[config.mk]
export PLATFORM = sky130hd
export DESIGN_NAME = multicycle_control
export DESIGN_NICKNAME = d
export VERILOG_FILES = /design/src/rtl/multicycle_control_pkg.sv /design/src/rtl/multicycle_control_opdecode.sv /design/src/rtl/multicycle_control.sv
export SDC_FILE = /design/constraint.sdc
export NUM_CORES = 1
export LEC_CHECK = 0
export CAP_MARGIN = 10
export CORE_UTILIZATION = 43
export DETAILED_ROUTE_END_ITERATION = 8
export PLACE_DENSITY = 0.87
export RECOVER_POWER = 25
export SLEW_MARGIN = 20
export SYNTH_ARGS = -nofsm -noshare
export SYNTH_HDL_FRONTEND = slang
export SYNTH_HIERARCHICAL = 1
export SYNTH_SLANG_ARGS = --single-unit
[constraint.sdc]
create_clock -name clk -period 5.3 [get_ports clk]
set_clock_uncertainty 0.2 [all_clocks]
set_input_delay 1.06 -clock clk [delete_from_list [all_inputs] [get_ports clk]]
set_output_delay 1.06 -clock clk [all_outputs]
set_load 0.01 [all_outputs]
[src/rtl/multicycle_control_pkg.sv]
// Shared encodings for the multicycle controller: opcodes, states,
// ALU/mux selects, the one-hot instruction class and the control bundle.
package multicycle_control_pkg;

    localparam logic [5:0] OP_R    = 6'b000000;
    localparam logic [5:0] OP_LW   = 6'b100011;
    localparam logic [5:0] OP_SW   = 6'b101011;
    localparam logic [5:0] OP_BEQ  = 6'b000100;
    localparam logic [5:0] OP_BVF  = 6'b000101;
    localparam logic [5:0] OP_BEN  = 6'b000110;
    localparam logic [5:0] OP_J    = 6'b000010;
    localparam logic [5:0] OP_ADDI = 6'b001000;

    typedef enum logic [3:0] {
        S_FETCH  = 4'd0,
        S_DECODE = 4'd1,
        S_MEMADR = 4'd2,
        S_MEMRD  = 4'd3,
        S_MEMWB  = 4'd4,
        S_MEMWR  = 4'd5,
        S_EXEC   = 4'd6,
        S_RWB    = 4'd7,
        S_BRANCH = 4'd8,
        S_JUMP   = 4'd9,
        S_ADDIEX = 4'd10,
        S_ADDIWB = 4'd11
    } state_t;

    localparam logic [2:0] ALU_ADD   = 3'b000;
    localparam logic [2:0] ALU_RTYPE = 3'b001;
    localparam logic [2:0] ALU_BEQ   = 3'b010;
    localparam logic [2:0] ALU_BEN   = 3'b011;
    localparam logic [2:0] ALU_BVF   = 3'b100;

    localparam logic [1:0] SRCB_RT    = 2'b00;
    localparam logic [1:0] SRCB_FOUR  = 2'b01;
    localparam logic [1:0] SRCB_IMM   = 2'b10;
    localparam logic [1:0] SRCB_IMMSH = 2'b11;

    localparam logic [1:0] PCS_ALU    = 2'b00;
    localparam logic [1:0] PCS_ALUOUT = 2'b01;
    localparam logic [1:0] PCS_JUMP   = 2'b10;

    // One-hot instruction class; all zero means undecodable opcode.
    typedef struct packed {
        logic r;
        logic lw;
        logic sw;
        logic beq;
        logic ben;
        logic bvf;
        logic j;
        logic addi;
    } iclass_t;

    // Datapath control bundle decoded from the state register.
    typedef struct packed {
        logic       pcwrite;
        logic       pcwritecond;
        logic       irwrite;
        logic       iord;
        logic       memread;
        logic       memwrite;
        logic       regdest;
        logic       regwrite;
        logic       memtoreg;
        logic       alusrca;
        logic [1:0] alusrcb;
        logic [2:0] aluop;
        logic [1:0] pcsource;
        logic       illegal;
    } ctrl_t;

endpackage

[src/rtl/multicycle_control_opdecode.sv]
// Opcode to one-hot instruction class decoder.
module opdecode
    import multicycle_control_pkg::*;
(
    input  logic [5:0] op,
    output iclass_t    cls
);

    // Pure lookup; unknown opcodes leave every class bit low.
    always_comb begin
        cls = '0;
        case (op)
            OP_R:    cls.r    = 1'b1;
            OP_LW:   cls.lw   = 1'b1;
            OP_SW:   cls.sw   = 1'b1;
            OP_BEQ:  cls.beq  = 1'b1;
            OP_BEN:  cls.ben  = 1'b1;
            OP_BVF:  cls.bvf  = 1'b1;
            OP_J:    cls.j    = 1'b1;
            OP_ADDI: cls.addi = 1'b1;
            default: ;
        endcase
    end

endmodule

[src/rtl/multicycle_control.sv]
// Multicycle CPU controller: state register, next-state logic and
// control outputs decoded from the current state.
module multicycle_control
    import multicycle_control_pkg::*;
(
    input  logic       clk,
    input  logic       reset,
    input  logic [5:0] op,
    input  logic       memready,
    output logic       pcwrite,
    output logic       pcwritecond,
    output logic       irwrite,
    output logic       iord,
    output logic       memread,
    output logic       memwrite,
    output logic       regdest,
    output logic       regwrite,
    output logic       memtoreg,
    output logic       alusrca,
    output logic [1:0] alusrcb,
    output logic [2:0] aluop,
    output logic [1:0] pcsource,
    output logic       illegal,
    output logic [3:0] state
);

    state_t  st, nxt;
    iclass_t cls;
    ctrl_t   ctl;

    opdecode u_dec (.op(op), .cls(cls));

    // State register; reset lands in FETCH without waiting for an edge.
    always_ff @(posedge clk or posedge reset) begin
        if (reset) st <= S_FETCH;
        else       st <= nxt;
    end

    // Next state; memory states hold until memready, stray encodings recover to FETCH.
    always_comb begin
        nxt = S_FETCH;
        case (st)
            S_FETCH:  nxt = memready ? S_DECODE : S_FETCH;
            S_DECODE: begin
                if (cls.lw || cls.sw)                  nxt = S_MEMADR;
                else if (cls.r)                        nxt = S_EXEC;
                else if (cls.beq || cls.ben || cls.bvf) nxt = S_BRANCH;
                else if (cls.j)                        nxt = S_JUMP;
                else if (cls.addi)                     nxt = S_ADDIEX;
                else                                   nxt = S_FETCH;
            end
            S_MEMADR: nxt = cls.sw ? S_MEMWR : S_MEMRD;
            S_MEMRD:  nxt = memready ? S_MEMWB : S_MEMRD;
            S_MEMWR:  nxt = memready ? S_FETCH : S_MEMWR;
            S_EXEC:   nxt = S_RWB;
            S_ADDIEX: nxt = S_ADDIWB;
            default:  nxt = S_FETCH;
        endcase
    end

    // Control decode; IR/PC load in FETCH is gated by memready and suppressed in reset.
    always_comb begin
        ctl = '0;
        case (st)
            S_FETCH: begin
                ctl.memread = 1'b1;
                ctl.alusrcb = SRCB_FOUR;
                ctl.irwrite = memready & ~reset;
                ctl.pcwrite = memready & ~reset;
            end
            S_DECODE: begin
                ctl.alusrcb = SRCB_IMMSH;
                ctl.illegal = ~(|cls);
            end
            S_MEMADR, S_ADDIEX: begin
                ctl.alusrca = 1'b1;
                ctl.alusrcb = SRCB_IMM;
            end
            S_MEMRD: begin
                ctl.memread = 1'b1;
                ctl.iord    = 1'b1;
            end
            S_MEMWR: begin
                ctl.memwrite = 1'b1;
                ctl.iord     = 1'b1;
            end
            S_MEMWB: begin
                ctl.regwrite = 1'b1;
                ctl.memtoreg = 1'b1;
            end
            S_EXEC: begin
                ctl.alusrca = 1'b1;
                ctl.aluop   = ALU_RTYPE;
            end
            S_RWB: begin
                ctl.regwrite = 1'b1;
                ctl.regdest  = 1'b1;
            end
            S_ADDIWB: ctl.regwrite = 1'b1;
            S_BRANCH: begin
                ctl.alusrca     = 1'b1;
                ctl.pcwritecond = 1'b1;
                ctl.pcsource    = PCS_ALUOUT;
                ctl.aluop       = cls.ben ? ALU_BEN : (cls.bvf ? ALU_BVF : ALU_BEQ);
            end
            S_JUMP: begin
                ctl.pcwrite  = 1'b1;
                ctl.pcsource = PCS_JUMP;
            end
            default: ;
        endcase
    end

    assign pcwrite     = ctl.pcwrite;
    assign pcwritecond = ctl.pcwritecond;
    assign irwrite     = ctl.irwrite;
    assign iord        = ctl.iord;
    assign memread     = ctl.memread;
    assign memwrite    = ctl.memwrite;
    assign regdest     = ctl.regdest;
    assign regwrite    = ctl.regwrite;
    assign memtoreg    = ctl.memtoreg;
    assign alusrca     = ctl.alusrca;
    assign alusrcb     = ctl.alusrcb;
    assign aluop       = ctl.aluop;
    assign pcsource    = ctl.pcsource;
    assign illegal     = ctl.illegal;
    assign state       = st;

endmodule

==> results.sh <==
export IMPL_status="complete, no violations"
export IMPL_drive_gt1_share_pct=14.78
export IMPL_netlist_area_sq_um=668.1
export IMPL_ys_ff_latch=4
export IMPL_numCtsBuffers=3
export IMPL_startpoint="op[4]"
export IMPL_synthTopCellsByArea="dfrtp_1 (15%), nor3_1 (9.7%), nor3b_2 (5.6%), buf_6 (5.1%), nand2b_4 (4.1%)"
export IMPL_p_sw_share_pct=42.83
export IMPL_drc_errors=0
export IMPL_clkLatencyLatePin_ns=0.24
export IMPL_row_count=13
export IMPL_area_delta_synth_final_pct=41.95
export IMPL_crit_type="in2out"
export IMPL_cts_tree="built"
export IMPL_maxSlewViolCount=0
export IMPL_cp_data_arrival_time_ns=3.36
export IMPL_largest_reg_flops=4
export IMPL_p_leak_uw=0.0003650
export IMPL_maxCapViolations=0
export IMPL_cp_max_fo=5
export IMPL_synthFlopType="dfrtp_1"
export IMPL_cts_buffer_depth=2
export IMPL_r2r_start="state[0]"
export IMPL_netlist_instances=90
export IMPL_seqPwrFrac_pct=23.6
export IMPL_tightest_slew_ns=0.6896
export IMPL_grt_max_degree=21
export IMPL_clock_fmax_mhz=216.5
export IMPL_power_switching_uw=145.6
export IMPL_synth_nets=99
export IMPL_wl_per_cell_microns=13.00
export IMPL_fillCellCount=127
export IMPL_hold_class="reg2reg"
export IMPL_finalHoldViolCount=0
export IMPL_grt_first_pass_wirelength_microns=2849
export IMPL_cts_hold_buf=0
export IMPL_die_width_microns=41.42
export IMPL_gp_congestion=0.8161
export IMPL_final_min_clock_period_ns=4.620
export IMPL_coreArea_sq_um=1366
export IMPL_power_density_nw_per_um2=358.3
export IMPL_cts_repair_resized=0
export IMPL_synth_top_area_share_pct=14.98
export IMPL_cts_sinks=4
export IMPL_antennaDiodeCount=0
export IMPL_irDropWorstVdd_mv=0.2942
export IMPL_min_period_over_period_pct=87.16
export IMPL_yosysWarnings=6
export IMPL_grt_setup_unrepaired="no"
export IMPL_hp_start="state[3]"
export IMPL_syn_avg_cell_area_sq_um=7.424
export IMPL_first_pass_iters=4
export IMPL_die_area_sq_um=1716
export IMPL_power_uw=339.8
export IMPL_yosysMostFrequentCell="nor3_1"
export IMPL_cts_clk_slew_worst_paths_ns=0.03
export IMPL_initial_core_util_pct=48.90
export IMPL_startpoint_type="primary input"
export IMPL_ys_async_sr_fraction_pct=100.0
export IMPL_io_pins=31
export IMPL_synth_edf_count=0
export IMPL_p_comb_share_pct=65.1
export IMPL_grt_pass1_vias=656
export IMPL_vias=766
export IMPL_netlist_top_cells_count="nor3_1 (13), nor2_1 (7), nand2_1 (6)"
export IMPL_post_cts_buffers=0
export IMPL_drtIter0Drc=24
export IMPL_synth_area_leader_cell="dfrtp_1"
export IMPL_grt_total_usage_pct=20.68
export IMPL_ys_seq_area_share_pct=14.98
export IMPL_grt_overflow_total=0
export IMPL_nets=126
export IMPL_hpwl_microns=1279
export IMPL_antenna_found_initial=0
export IMPL_worst_ep_required_time_ns=4.04
export IMPL_clkPwrFrac_pct=11.3
export IMPL_yosysUniqueCellTypes=35
export IMPL_via_per_inst=5.892
export IMPL_ant_nets=0
export IMPL_worst_setup_path_end_kind="primary output"
export IMPL_drt_wl_total_microns=1690
export IMPL_power_internal_uw=194.3
export IMPL_relSlewSlack_pct=53.60
export IMPL_die_h_microns=41.42
export IMPL_htreeDepth=1
export IMPL_port_buffers=30
export IMPL_tns_ns=0
export IMPL_root_buffer="clkbuf_4"
export IMPL_setup_viol=0
placed cells by master, fill, tap and decap left out, drive strengths merged:
| cell type | synthesis | layout |
|---|---|---|
| nor2 | 7 | 7 |
| nor4 | 3 | 3 |
| clkbuf | 0 | 3 |
| nor4b | 1 | 1 |
| nand3 | 3 | 3 |
| or3 | 2 | 2 |
| mux2 | 1 | 1 |
| o21ai | 1 | 1 |
| nand2b | 5 | 5 |
| a21boi | 1 | 1 |
| o31ai | 2 | 2 |
| nor3 | 15 | 15 |
| a21oi | 5 | 5 |
| dlygate4sd3 | 0 | 4 |
| o211a | 1 | 1 |
| or2 | 2 | 2 |
| inv | 5 | 5 |
| nor2b | 2 | 2 |
| a221oi | 1 | 1 |
| a211oi | 1 | 1 |
| or3b | 1 | 1 |
| dfrtp | 4 | 4 |
| xor2 | 1 | 1 |
| a31oi | 2 | 2 |
| nand2 | 6 | 6 |
| o221ai | 1 | 1 |
| clkdlybuf4s50 | 0 | 26 |
| or4b | 1 | 1 |
| and3 | 2 | 2 |
| nor3b | 6 | 6 |
path summary, 6_finish.rpt:
kind / to / slack [ns] / cells past startpoint
min: state[3] / 0.54 / 2
max: aluop[0] / 0.68 / 8
max reg2reg: state[2] / 3.51 / 3
min reg2reg: state[3] / 0.54 / 2
max in group asynchronous: state[1] / 3.80 / 2
min in group asynchronous: state[2] / 0.95 / 2
layout make-up:
cell class | instances | area, sq um | area share [%]
flip-flops and latches | 4 | 100.1 | 10.55
well taps | 15 | 18.77 | 1.979
repair buffers | 30 | 300.3 | 31.66
clock buffers | 3 | 22.52 | 2.375
multi-input cells | 73 | 488.0 | 51.45
inverters | 5 | 18.77 | 1.979
worst max-delay path, cell delays in order:
cell and delay (ns):
clkdlybuf4s50_1 0.47, or4b_4 0.57, nor3b_2 0.25, inv_1 0.09
nor3_1 0.18, a31oi_1 0.06, nor2_1 0.13, clkdlybuf4s50_1 0.55
power by group through the flow:
stage | Sequential (uW) | Combinational [uW] | Clock [uW]
final | 80.3 | 221 | 38.3
after global routing | 85.1 | 239 | 39.9
after CTS | 80.0 | 224 | 38.9
after detailed placement | 80.3 | 223 | 0
after global placement | 79.8 | 218 | 0
after floorplan | 51.1 | 171 | 0
kinds of logic after synthesis:
kind of cell              Yosys count  share of synthesized area [%]
AOI/OAI and AO/OA                  15                          14.98
xor gates and xnor gates            1                          1.311
buffers and inverters              13                          11.99
DFF                                 4                          14.98
muxes                               1                          2.247
and+or+nand+nor                    56                          54.50
through the flow:
| stage | worst slack (ns) | utilization (%) | area (sq um) | hold WS (ns) | cells |
|---|---|---|---|---|---|
| finish | 0.6804 | 69.41 | 948.4 | 0.5364 | 130 |
| global route | 0.5124 | 69.41 | 948.4 | 0.6113 | 130 |
| CTS | 0.7055 | 69.41 | 948.4 | 0.5418 | 130 |
| detailed placement | 0.7077 | 67.77 | 925.9 | 0.5337 | 127 |
| global placement | 0.7778 | 67.77 | 925.9 | 0.5336 | 127 |
| floorplan | 1.784 | - | 668.1 | 0.5053 | 90 |
metal layers:
metal	global-route usage (%)	share of wire, %
met4	10.97	1.2
met5	0	0
met1	23.34	41
met3	5.217	5.1
met2	35.31	53
Note: power is estimated with default switching activity, not from simulation.
